### src/rtl/conv_state_ctrl_pkg.sv
// rtl/conv_state_ctrl_pkg.sv - state codes and default geometry shared by the conv sequencer and its consumers
package conv_state_ctrl_pkg;

  localparam int STATE_W = 3;

  // The weight buffer treats STATE_HOLD as "hold ROM address, output 0".
  typedef enum logic [STATE_W-1:0] {
    STATE_IDLE    = 3'd0,
    STATE_PRELOAD = 3'd1,
    STATE_LOAD    = 3'd2,
    STATE_SHIFT   = 3'd3,
    STATE_BIAS    = 3'd4,
    STATE_DONE    = 3'd5,
    STATE_HOLD    = 3'd6
  } state_e;

  localparam int DEF_KERNEL_SIZE    = 3;
  localparam int DEF_PRELOAD_CYCLES = 4;
  localparam int DEF_LOAD_CYCLES    = 2;
  localparam int DEF_OUT_ROWS       = 2;
  localparam int DEF_KERNEL_NUM     = 2;

  function automatic int idx_width(input int n);
    return (n > 1) ? $clog2(n) : 1;
  endfunction

  function automatic int max_phase(input int pre, input int load, input int ksz);
    int m;
    m = ksz * ksz;
    if (pre > m) m = pre;
    if (load > m) m = load;
    return m;
  endfunction

endpackage

### src/rtl/conv_state_ctrl_if.sv
// rtl/conv_state_ctrl_if.sv - start/abort/stall handshake and sequencer outputs
interface conv_state_ctrl_if #(
  parameter int ROW_W = 1,
  parameter int KER_W = 1
);
  import conv_state_ctrl_pkg::*;

  logic               i_start;
  logic               i_abort;
  logic               i_stall;
  logic [STATE_W-1:0] current_state;
  logic [ROW_W-1:0]   o_row_idx;
  logic [KER_W-1:0]   o_kernel_idx;
  logic               o_acc_clear;
  logic               o_acc_valid;
  logic               o_busy;
  logic               o_done;

  modport master (
    output i_start, i_abort, i_stall,
    input  current_state, o_row_idx, o_kernel_idx, o_acc_clear, o_acc_valid, o_busy, o_done
  );

  modport slave (
    input  i_start, i_abort, i_stall,
    output current_state, o_row_idx, o_kernel_idx, o_acc_clear, o_acc_valid, o_busy, o_done
  );

endinterface

### src/rtl/conv_state_ctrl_phase_counter.sv
// rtl/conv_state_ctrl_phase_counter.sv - loadable down-counter with enable and zero flag
module conv_phase_counter #(
  parameter int WIDTH = 4
) (
  input  logic             clk,
  input  logic             rst_n,
  input  logic             load,
  input  logic             en,
  input  logic [WIDTH-1:0] load_value,
  output logic [WIDTH-1:0] count,
  output logic             zero
);

  assign zero = (count == '0);

  always_ff @(posedge clk or negedge rst_n) begin
    if (!rst_n) begin
      count <= '0;
    end else if (load) begin
      count <= load_value;
    end else if (en && !zero) begin
      count <= count - WIDTH'(1);
    end
  end

endmodule

### src/rtl/conv_state_ctrl.sv
// rtl/conv_state_ctrl.sv - PRELOAD/LOAD/SHIFT/BIAS sequencer for one conv layer pass
// Optional stall path (HOLD state) built only when CONV_CTRL_STALL_EN is defined.
module conv_state_ctrl #(
  parameter int KERNEL_SIZE    = conv_state_ctrl_pkg::DEF_KERNEL_SIZE,
  parameter int PRELOAD_CYCLES = conv_state_ctrl_pkg::DEF_PRELOAD_CYCLES,
  parameter int LOAD_CYCLES    = conv_state_ctrl_pkg::DEF_LOAD_CYCLES,
  parameter int OUT_ROWS       = conv_state_ctrl_pkg::DEF_OUT_ROWS,
  parameter int KERNEL_NUM     = conv_state_ctrl_pkg::DEF_KERNEL_NUM
) (
  input logic              clk,
  input logic              rst_n,
  conv_state_ctrl_if.slave bus
);
  import conv_state_ctrl_pkg::*;

  localparam int ROW_W = idx_width(OUT_ROWS);
  localparam int KER_W = idx_width(KERNEL_NUM);
  localparam int CNT_W = idx_width(max_phase(PRELOAD_CYCLES, LOAD_CYCLES, KERNEL_SIZE));

  localparam logic [CNT_W-1:0] PRE_LD   = CNT_W'(PRELOAD_CYCLES - 1);
  localparam logic [CNT_W-1:0] LOAD_LD  = CNT_W'(LOAD_CYCLES - 1);
  localparam logic [CNT_W-1:0] SHIFT_LD = CNT_W'(KERNEL_SIZE * KERNEL_SIZE - 1);

  state_e           state_q;
  logic [ROW_W-1:0] row_q;
  logic [KER_W-1:0] kernel_q;
  logic             acc_clear_q;
  logic             acc_valid_q;
  logic             busy_q;
  logic             done_q;

  logic             cnt_load;
  logic             cnt_en;
  logic [CNT_W-1:0] cnt_val;
  logic [CNT_W-1:0] cnt;
  logic             cnt_zero;
  logic             stall_take;
  logic             last_row;
  logic             last_kernel;

  assign last_row    = (row_q == ROW_W'(OUT_ROWS - 1));
  assign last_kernel = (kernel_q == KER_W'(KERNEL_NUM - 1));

`ifdef CONV_CTRL_STALL_EN
  state_e           saved_state_q;
  logic [CNT_W-1:0] saved_cnt_q;

  assign stall_take = bus.i_stall && !bus.i_abort &&
                      (state_q == STATE_SHIFT || state_q == STATE_BIAS);
`else
  logic unused_stall;

  assign unused_stall = bus.i_stall;
  assign stall_take   = 1'b0;
`endif

  conv_phase_counter #(.WIDTH(CNT_W)) u_phase_counter (
    .clk        (clk),
    .rst_n      (rst_n),
    .load       (cnt_load),
    .en         (cnt_en),
    .load_value (cnt_val),
    .count      (cnt),
    .zero       (cnt_zero)
  );

  // Counter is reloaded on every state entry; a stalled cycle does not consume a count.
  always_comb begin
    cnt_load = 1'b0;
    cnt_en   = 1'b0;
    cnt_val  = '0;
    if (!bus.i_abort) begin
      case (state_q)
        STATE_IDLE: if (bus.i_start) begin
          cnt_load = 1'b1;
          cnt_val  = PRE_LD;
        end
        STATE_PRELOAD: if (cnt_zero) begin
          cnt_load = 1'b1;
          cnt_val  = LOAD_LD;
        end else cnt_en = 1'b1;
        STATE_LOAD: if (cnt_zero) begin
          cnt_load = 1'b1;
          cnt_val  = SHIFT_LD;
        end else cnt_en = 1'b1;
        STATE_SHIFT: if (!stall_take) begin
          if (cnt_zero) cnt_load = 1'b1;
          else cnt_en = 1'b1;
        end
        STATE_BIAS: if (!stall_take) begin
          cnt_load = 1'b1;
          cnt_val  = last_row ? PRE_LD : LOAD_LD;
        end
`ifdef CONV_CTRL_STALL_EN
        STATE_HOLD: if (!bus.i_stall) begin
          cnt_load = 1'b1;
          cnt_val  = saved_cnt_q;
        end
`endif
        default: ;
      endcase
    end
  end

  always_ff @(posedge clk or negedge rst_n) begin
    if (!rst_n) begin
      state_q       <= STATE_IDLE;
      row_q         <= '0;
      kernel_q      <= '0;
      acc_clear_q   <= 1'b0;
      acc_valid_q   <= 1'b0;
      busy_q        <= 1'b0;
      done_q        <= 1'b0;
`ifdef CONV_CTRL_STALL_EN
      saved_state_q <= STATE_IDLE;
      saved_cnt_q   <= '0;
`endif
    end else begin
      acc_clear_q <= 1'b0;
      done_q      <= 1'b0;
      acc_valid_q <= (state_q == STATE_SHIFT || state_q == STATE_BIAS) &&
                     !stall_take && !bus.i_abort;
      if (bus.i_abort) begin
        state_q  <= STATE_IDLE;
        row_q    <= '0;
        kernel_q <= '0;
        busy_q   <= 1'b0;
      end else if (stall_take) begin
`ifdef CONV_CTRL_STALL_EN
        state_q       <= STATE_HOLD;
        saved_state_q <= state_q;
        saved_cnt_q   <= cnt;
`endif
      end else begin
        case (state_q)
          STATE_IDLE: if (bus.i_start) begin
            state_q  <= STATE_PRELOAD;
            row_q    <= '0;
            kernel_q <= '0;
            busy_q   <= 1'b1;
          end
          STATE_PRELOAD: if (cnt_zero) begin
            state_q     <= STATE_LOAD;
            acc_clear_q <= 1'b1;
          end
          STATE_LOAD: if (cnt_zero) state_q <= STATE_SHIFT;
          STATE_SHIFT: if (cnt_zero) state_q <= STATE_BIAS;
          STATE_BIAS: begin
            if (!last_row) begin
              state_q     <= STATE_LOAD;
              row_q       <= row_q + ROW_W'(1);
              acc_clear_q <= 1'b1;
            end else if (!last_kernel) begin
              state_q  <= STATE_PRELOAD;
              row_q    <= '0;
              kernel_q <= kernel_q + KER_W'(1);
            end else begin
              state_q <= STATE_DONE;
              done_q  <= 1'b1;
            end
          end
          STATE_DONE: begin
            state_q  <= STATE_IDLE;
            row_q    <= '0;
            kernel_q <= '0;
            busy_q   <= 1'b0;
          end
`ifdef CONV_CTRL_STALL_EN
          STATE_HOLD: if (!bus.i_stall) state_q <= saved_state_q;
`endif
          default: begin
            state_q  <= STATE_IDLE;
            row_q    <= '0;
            kernel_q <= '0;
            busy_q   <= 1'b0;
          end
        endcase
      end
    end
  end

  assign bus.current_state = state_q;
  assign bus.o_row_idx     = row_q;
  assign bus.o_kernel_idx  = kernel_q;
  assign bus.o_acc_clear   = acc_clear_q;
  assign bus.o_acc_valid   = acc_valid_q;
  assign bus.o_busy        = busy_q;
  assign bus.o_done        = done_q;

endmodule
### src/flat_wrapper.sv
// flat-port wrapper written by rule: the top's interface ports become plain ports
module conv_state_ctrl_flat import conv_state_ctrl_pkg::*;
#(
  parameter int KERNEL_SIZE    = conv_state_ctrl_pkg::DEF_KERNEL_SIZE,
  parameter int PRELOAD_CYCLES = conv_state_ctrl_pkg::DEF_PRELOAD_CYCLES,
  parameter int LOAD_CYCLES    = conv_state_ctrl_pkg::DEF_LOAD_CYCLES,
  parameter int OUT_ROWS       = conv_state_ctrl_pkg::DEF_OUT_ROWS,
  parameter int KERNEL_NUM     = conv_state_ctrl_pkg::DEF_KERNEL_NUM
)
  (clk, rst_n, bus_i_start, bus_i_abort, bus_i_stall, bus_current_state, bus_o_row_idx, bus_o_kernel_idx, bus_o_acc_clear, bus_o_acc_valid, bus_o_busy, bus_o_done);
  conv_state_ctrl_if bus_i ();
  input logic clk;
  input logic rst_n;
  input wire logic [$bits(bus_i.i_start)-1:0] bus_i_start;
  input wire logic [$bits(bus_i.i_abort)-1:0] bus_i_abort;
  input wire logic [$bits(bus_i.i_stall)-1:0] bus_i_stall;
  output wire logic [$bits(bus_i.current_state)-1:0] bus_current_state;
  output wire logic [$bits(bus_i.o_row_idx)-1:0] bus_o_row_idx;
  output wire logic [$bits(bus_i.o_kernel_idx)-1:0] bus_o_kernel_idx;
  output wire logic [$bits(bus_i.o_acc_clear)-1:0] bus_o_acc_clear;
  output wire logic [$bits(bus_i.o_acc_valid)-1:0] bus_o_acc_valid;
  output wire logic [$bits(bus_i.o_busy)-1:0] bus_o_busy;
  output wire logic [$bits(bus_i.o_done)-1:0] bus_o_done;
  assign bus_i.i_start = bus_i_start;
  assign bus_i.i_abort = bus_i_abort;
  assign bus_i.i_stall = bus_i_stall;
  assign bus_current_state = bus_i.current_state;
  assign bus_o_row_idx = bus_i.o_row_idx;
  assign bus_o_kernel_idx = bus_i.o_kernel_idx;
  assign bus_o_acc_clear = bus_i.o_acc_clear;
  assign bus_o_acc_valid = bus_i.o_acc_valid;
  assign bus_o_busy = bus_i.o_busy;
  assign bus_o_done = bus_i.o_done;
  conv_state_ctrl #(.KERNEL_SIZE(KERNEL_SIZE), .PRELOAD_CYCLES(PRELOAD_CYCLES), .LOAD_CYCLES(LOAD_CYCLES), .OUT_ROWS(OUT_ROWS), .KERNEL_NUM(KERNEL_NUM)) u_core (.clk(clk), .rst_n(rst_n), .bus(bus_i));
endmodule
### config.mk
export PLATFORM = sky130hd
export DESIGN_NAME = conv_state_ctrl_flat
export DESIGN_NICKNAME = d
export VERILOG_FILES = /design/src/rtl/conv_state_ctrl_pkg.sv /design/src/rtl/conv_state_ctrl_if.sv /design/src/rtl/conv_state_ctrl_phase_counter.sv /design/src/rtl/conv_state_ctrl.sv /design/src/flat_wrapper.sv
export SDC_FILE = /design/constraint.sdc
export NUM_CORES = 1
export LEC_CHECK = 0
export CORE_UTILIZATION = 37
export CTS_BUF_LIST = sky130_fd_sc_hd__clkbuf_4 sky130_fd_sc_hd__clkbuf_8
export CTS_CLUSTER_SIZE = 40
export DETAILED_ROUTE_END_ITERATION = 6
export PLACE_DENSITY = 0.62
export SYNTH_ARGS = -nofsm -noshare
export SYNTH_HDL_FRONTEND = slang
export SYNTH_SLANG_ARGS = --single-unit
### constraint.sdc
create_clock -name clk -period 3.5 [get_ports clk]
set_input_delay 0.875 -clock clk [delete_from_list [all_inputs] [get_ports clk]]
set_output_delay 0.875 -clock clk [all_outputs]
set_load 0.02 [all_outputs]
### After elaboration in Yosys (flattened, before gate mapping)

Index checks and enable logic that the tools add are counted.

| word-level totals | value |
|---|---|
| output and inout bits | 9 |
| register bits | 13 |
| logic and storage cells | 77 |

| cells by class | value |
|---|---|
| add/subtract/negate cells | 3 |
| mux-type cells | 41 |
| equal/unequal tests | 11 |
| reductions and logical operators | 14 |

Operator list:

| operator | count |
|---|---|
| $mux 1 | 21 |
| $mux 3 | 7 |
| $mux 4 | 4 |
| $pmux 4 s4 | 1 |
| $pmux 3 s5 | 1 |
| $ne 3x3->1 const B | 4 |
| $pmux 1 s3 | 3 |
| $eq 3x2->1 const B | 2 |
| $logic_not 4->1 | 1 |
| $mux 2 | 2 |
| $ne 2x1->1 const B | 2 |
| $pmux 1 s2 | 2 |
| $reduce_and 2->1 | 2 |
| $reduce_and 4->1 | 1 |
| $reduce_or 4->1 | 1 |
| $sub 4x1->4 const B | 1 |
| $eq 3x1->1 const B | 1 |
| $eq 3x3->1 const B | 1 |
| $logic_not 3->1 | 1 |
| $ne 3x2->1 const B | 1 |
| $reduce_and 3->1 | 1 |
| $reduce_or 3->1 | 1 |
| $add 1x1->1 const B | 2 |
| $logic_and 1x1->1 | 2 |
| 3 further kinds | 4 |

### Longest topological paths before layout

| depth | value |
|---|---|
| depth in word-level cells | 7 |
| gate-level depth with buffers | 6 |
| depth with buffers taken out | 6 |

### By module

A second synthesis with hierarchy kept.

| unflattened totals | value |
|---|---|
| cell total of the unflattened synthesis | 88 |
| area total of the unflattened synthesis | 823.3 sq um |

By module, submodules not included:

| module | area each (sq um) | times used | seq. area each (sq um) | cells each |
|---|---|---|---|---|
| conv_state_ctrl | 553.0 | 1 | 225.2 | 61 |
| conv_phase_counter | 270.3 | 1 | 100.1 | 27 |

### Worst setup path after synthesis

No wires, ideal clock.

| path | value |
|---|---|
| path type | in2reg |
| start | input port bus_i_abort |
| end | register u_core.u_phase_counter.count[3] |
| path buffers | 0 |
| setup slack | 1.978 ns |
| stages | 4 |
| arrival | 1.398 ns |
| cell sequence | nor2_1 > nand3_1 > mux2i_1 > o21ai_1 |

| between the ends | value |
|---|---|
| word-level cells in the longest chain between the ends | 3 |
| elaborated cells on any way between the ends | 6 |
| those cells by class | mux (4); reduce/logical (2) |

Ends and longest elaborated chain:

| what | RTL line | RTL |
|---|---|---|
| from (decl) | flat_wrapper.sv:15 | `input wire logic [$bits(bus_i.i_abort)-1:0] bus_i_abort;` |
| $mux 1 | conv_state_ctrl.sv:72 | `if (!bus.i_abort) begin` |
| $logic_and 1x1->1 | conv_state_ctrl_phase_counter.sv:21 | `end else if (en && !zero) begin` |
| $reduce_bool 2->1 (no source line) | n/a |  |
| to (signal assigned) | conv_state_ctrl_phase_counter.sv:20 | `count <= load_value;` |
| to (signal assigned) | conv_state_ctrl_phase_counter.sv:22 | `count <= count - WIDTH'(1);` |
| to (decl) | conv_state_ctrl_phase_counter.sv:10 | `output logic [WIDTH-1:0] count,` |

Several ways; a longest one is shown, not always the timed one.
A chain may end at the register's enable or synchronous reset.

### Worst setup path in the final report

| path | value |
|---|---|
| start | register u_core.state_q[2], in the netlist u_core.bus.current_state[2] |
| end | output port bus_current_state[2] |

RTL lines:

| what | RTL line | RTL |
|---|---|---|
| from (decl) | conv_state_ctrl.sv:24 | `state_e state_q;` |
| from (signal assigned) | conv_state_ctrl.sv:107 | `state_q <= STATE_IDLE;` |
| from (signal assigned) | conv_state_ctrl.sv:124 | `state_q <= STATE_IDLE;` |
| from (signal assigned) | conv_state_ctrl.sv:137 | `state_q <= STATE_PRELOAD;` |
| to (decl) | flat_wrapper.sv:17 | `output wire logic [$bits(bus_i.current_state)-1:0] bus_current_state;` |

No word-level cell between the ends.

==> impl_metrics.toml <==
[clock_network]
cts-root-buf = "clkbuf_4"
htreeDepth = 1
cts-hold-fix-buffers = 0
numClockSinks = 13
cts_tree = "built"
cts-resized-gates = 0
cts_buffers = 3
clock_latency_ps = 270
clk_pin_slew_worst_paths_ps = 80
cts_buffer_depth = 2
post_cts_buffers = 0

[final_layout]
syn2layout_area_growth_pct = 18.8
diodes = 0
drive_gt1_share_pct = 10.9
layout.nets = 108
fin_util_pct = 47.3

[die]
start_util_pct = 39.8
rows = 16
die_width_um = 48.4
die_h_um = 48.4
coreArea_sq_mm = 0.00200
dieArea_sq_mm = 0.00234
ios = 14

[worst_setup_path]
cp_cell_sequence = "clkdlybuf4s50_1"
cp-startpoint = "u_core.bus.current_state[2]$_DFFE_PN0P_"
start_kind = "flip-flop"
cpMaxStageDelayCell = "clkdlybuf4s50_1"
r2r_setup_slack_ps = 1890
cp.arrival_ps = 1670
cp_num_cells = 1
crit_required_ps = 2620
cp_max_fo = 18
max_stage_delay_ps = 710
r2r-start = "u_core.bus.current_state[2]$_DFFE_PN0P_"
worst_path_dominant_cell_family = "buffers and inverters"
r2r_cells = 4
cp-end-kind = "output pin"
endpoint = "bus_current_state[2]"
crit_type = "flip-flop to output pin"
path_buf_inv = 1
r2r_end = "u_core.bus.current_state[2]$_DFFE_PN0P_"

[routing]
ant_nets = 0
drt_iter0_markers = 4
wire_per_inst_um = 12.4
route.vias.total = 655
wl_um = 1580
drc = 0
vias_per_cell = 5.12
dr.pass1.iters = 4

[synthesis]
synthFlopType = "dfrtp_1"
ys.warnings.count = 0
synth-seq-cells = 13
postSynthCellCount = 92
avgSynthCellArea_sq_um = 8.66
seq_area_frac_synth_pct = 40.8
async_flop_share_pct = 100
synth_cell_types = 29
synth_fp_nets = 98
synth-edff-count = 0
synth_area_sq_um = 797

[global_route]
antenna_found_initial = 0
grt_pass1_vias = 621
globalRouteOverflowTotal = 0
grtUsageTotal_pct = 15.6
grt_max_degree = 19
grt_pass1_wl_um = 2750

[timing]
timing.final.hold_violations = 0
finalCriticalPeriod_ps = 2550
fin_ws_ps = 953
skew_ps = 1.87
holdWs_ps = 601
fin_crit_sh_pct = 72.8
relSlewSlack_pct = 60.3
tightest_slew_ps = 593
clock.fmax_ghz = 0.393
fin_tns_setup_ps = 0
setup_viol_count_final = 0
slew_violations = 0
rsz0062_at_grt = "no"

[hold_path]
min_from = "u_core.u_phase_counter.count[0]$_DFFE_PN0P_"
holdCritPathClass = "flip-flop to flip-flop"

[placed_design]
place_congestion = 0.757
dp_slack_ps = 998
portBuffers = 12
hpwl_um = 1100

[job]
drv_cap = 0

[power_and_ir_drop]
total_leakage_power_nw = 0.385
p_per_area_mw_per_mm2 = 681
peakVddDrop_mv = 0.303

[status]
outcome = "finished, final reports clean"
[cell usage after synthesis, types with 2 or more instances]
| cell | n | area share, % |
|---|---|---|
| mux2i_1 | 3 | 3.8 |
| o21ai_0 | 2 | 1.3 |
| o21ai_1 | 3 | 1.9 |
| dfrtp_1 | 13 | 41 |
| nand2b_1 | 2 | 1.6 |
| nor2_1 | 14 | 6.6 |
| nand3_1 | 6 | 3.8 |
| a22oi_1 | 2 | 1.9 |
| buf_2 | 6 | 3.8 |
| inv_1 | 3 | 1.4 |
| nor3_2 | 2 | 2.5 |
| nand2_1 | 3 | 1.4 |
| nor3_1 | 6 | 3.8 |
| nor2b_1 | 3 | 2.4 |
| a21oi_1 | 10 | 6.3 |
[worst min-delay path by stage]
stage | endpoint | slack, ps | cells after the start
floorplan | u_core.u_phase_counter.count[0]$_DFFE_PN0P_ | 540 | 2
global placement | u_core.u_phase_counter.count[0]$_DFFE_PN0P_ | 590 | 2
detailed placement | u_core.u_phase_counter.count[0]$_DFFE_PN0P_ | 590 | 2
CTS | u_core.u_phase_counter.count[0]$_DFFE_PN0P_ | 600 | 2
global route | u_core.u_phase_counter.count[0]$_DFFE_PN0P_ | 660 | 2
finish | u_core.u_phase_counter.count[0]$_DFFE_PN0P_ | 600 | 2
[layer usage]
| metal | part of all wire, % | wire length, um | GRT usage [%] | vias to the layer above |
|---|---|---|---|---|
| li1 | - | - | - | 342 |
| met1 | 48 | 759 | 18.6 | 296 |
| met2 | 46 | 723 | 25.6 | 15 |
| met3 | 5.4 | 85 | 6.60 | 2 |
| met4 | 0.76 | 12 | 4.41 | 0 |
| met5 | 0 | 0 | 0 | - |
[metrics by stage]
stage                     std cells  cell area, sq um  power, mW
after global placement          124               917      0.549
after global routing            128               947      0.708
after CTS                       128               947      0.655
after detailed placement        124               917      0.552
final                           128               947      0.645
after floorplan                  92               797      0.482
[cell usage in the layout, fill, tap and decap left out, types with 2 or more instances in the layout]
cell,synthesis,final
a21oi_1,10,10
a22oi_1,2,2
clkbuf_4,0,4
clkdlybuf4s50_1,0,12
dfrtp_1,13,13
inv_1,3,3
mux2i_1,3,3
nand2_1,3,3
nand2b_1,2,2
nand3_1,6,6
nor2_1,14,14
nor2b_1,3,3
nor3_1,6,6
nor3_2,2,2
o21ai_0,2,2
o21ai_1,3,3
[cell families after synthesis]
logic type	after synthesis	share of synthesized area (%)
compound gates	22	16.5
fa+ha+maj	1	1.57
buf+inv	10	5.65
flops	13	40.8
mux	3	3.77
simple gates	43	31.7
[where the power goes]
part	internal (mW)	total, mW	switching, mW
combinational	0.141	0.305	0.164
sequential	0.183	0.241	0.0579
clock	0.0519	0.0994	0.0475
total	0.376	0.645	0.269
[cell type report]
type                    instances  area [sq um]
multi-input cells              69           427
repair buffers                 12           120
flip-flops and latches         13           325
inverters                       3          11.3
well taps                      27          33.8
clock buffers                   4          30.0
fillers                       202          1050
[flip-flops by register name, summed over array words and instances, names as in the netlist]
signal                        flops
u_core.bus.current_state          3
u_core.bus.o_acc_clear            1
u_core.bus.o_acc_valid            1
u_core.bus.o_busy                 1
u_core.bus.o_done                 1
u_core.bus.o_kernel_idx           1
u_core.bus.o_row_idx              1
u_core.u_phase_counter.count      4
(Power assumes the default switching activity.)
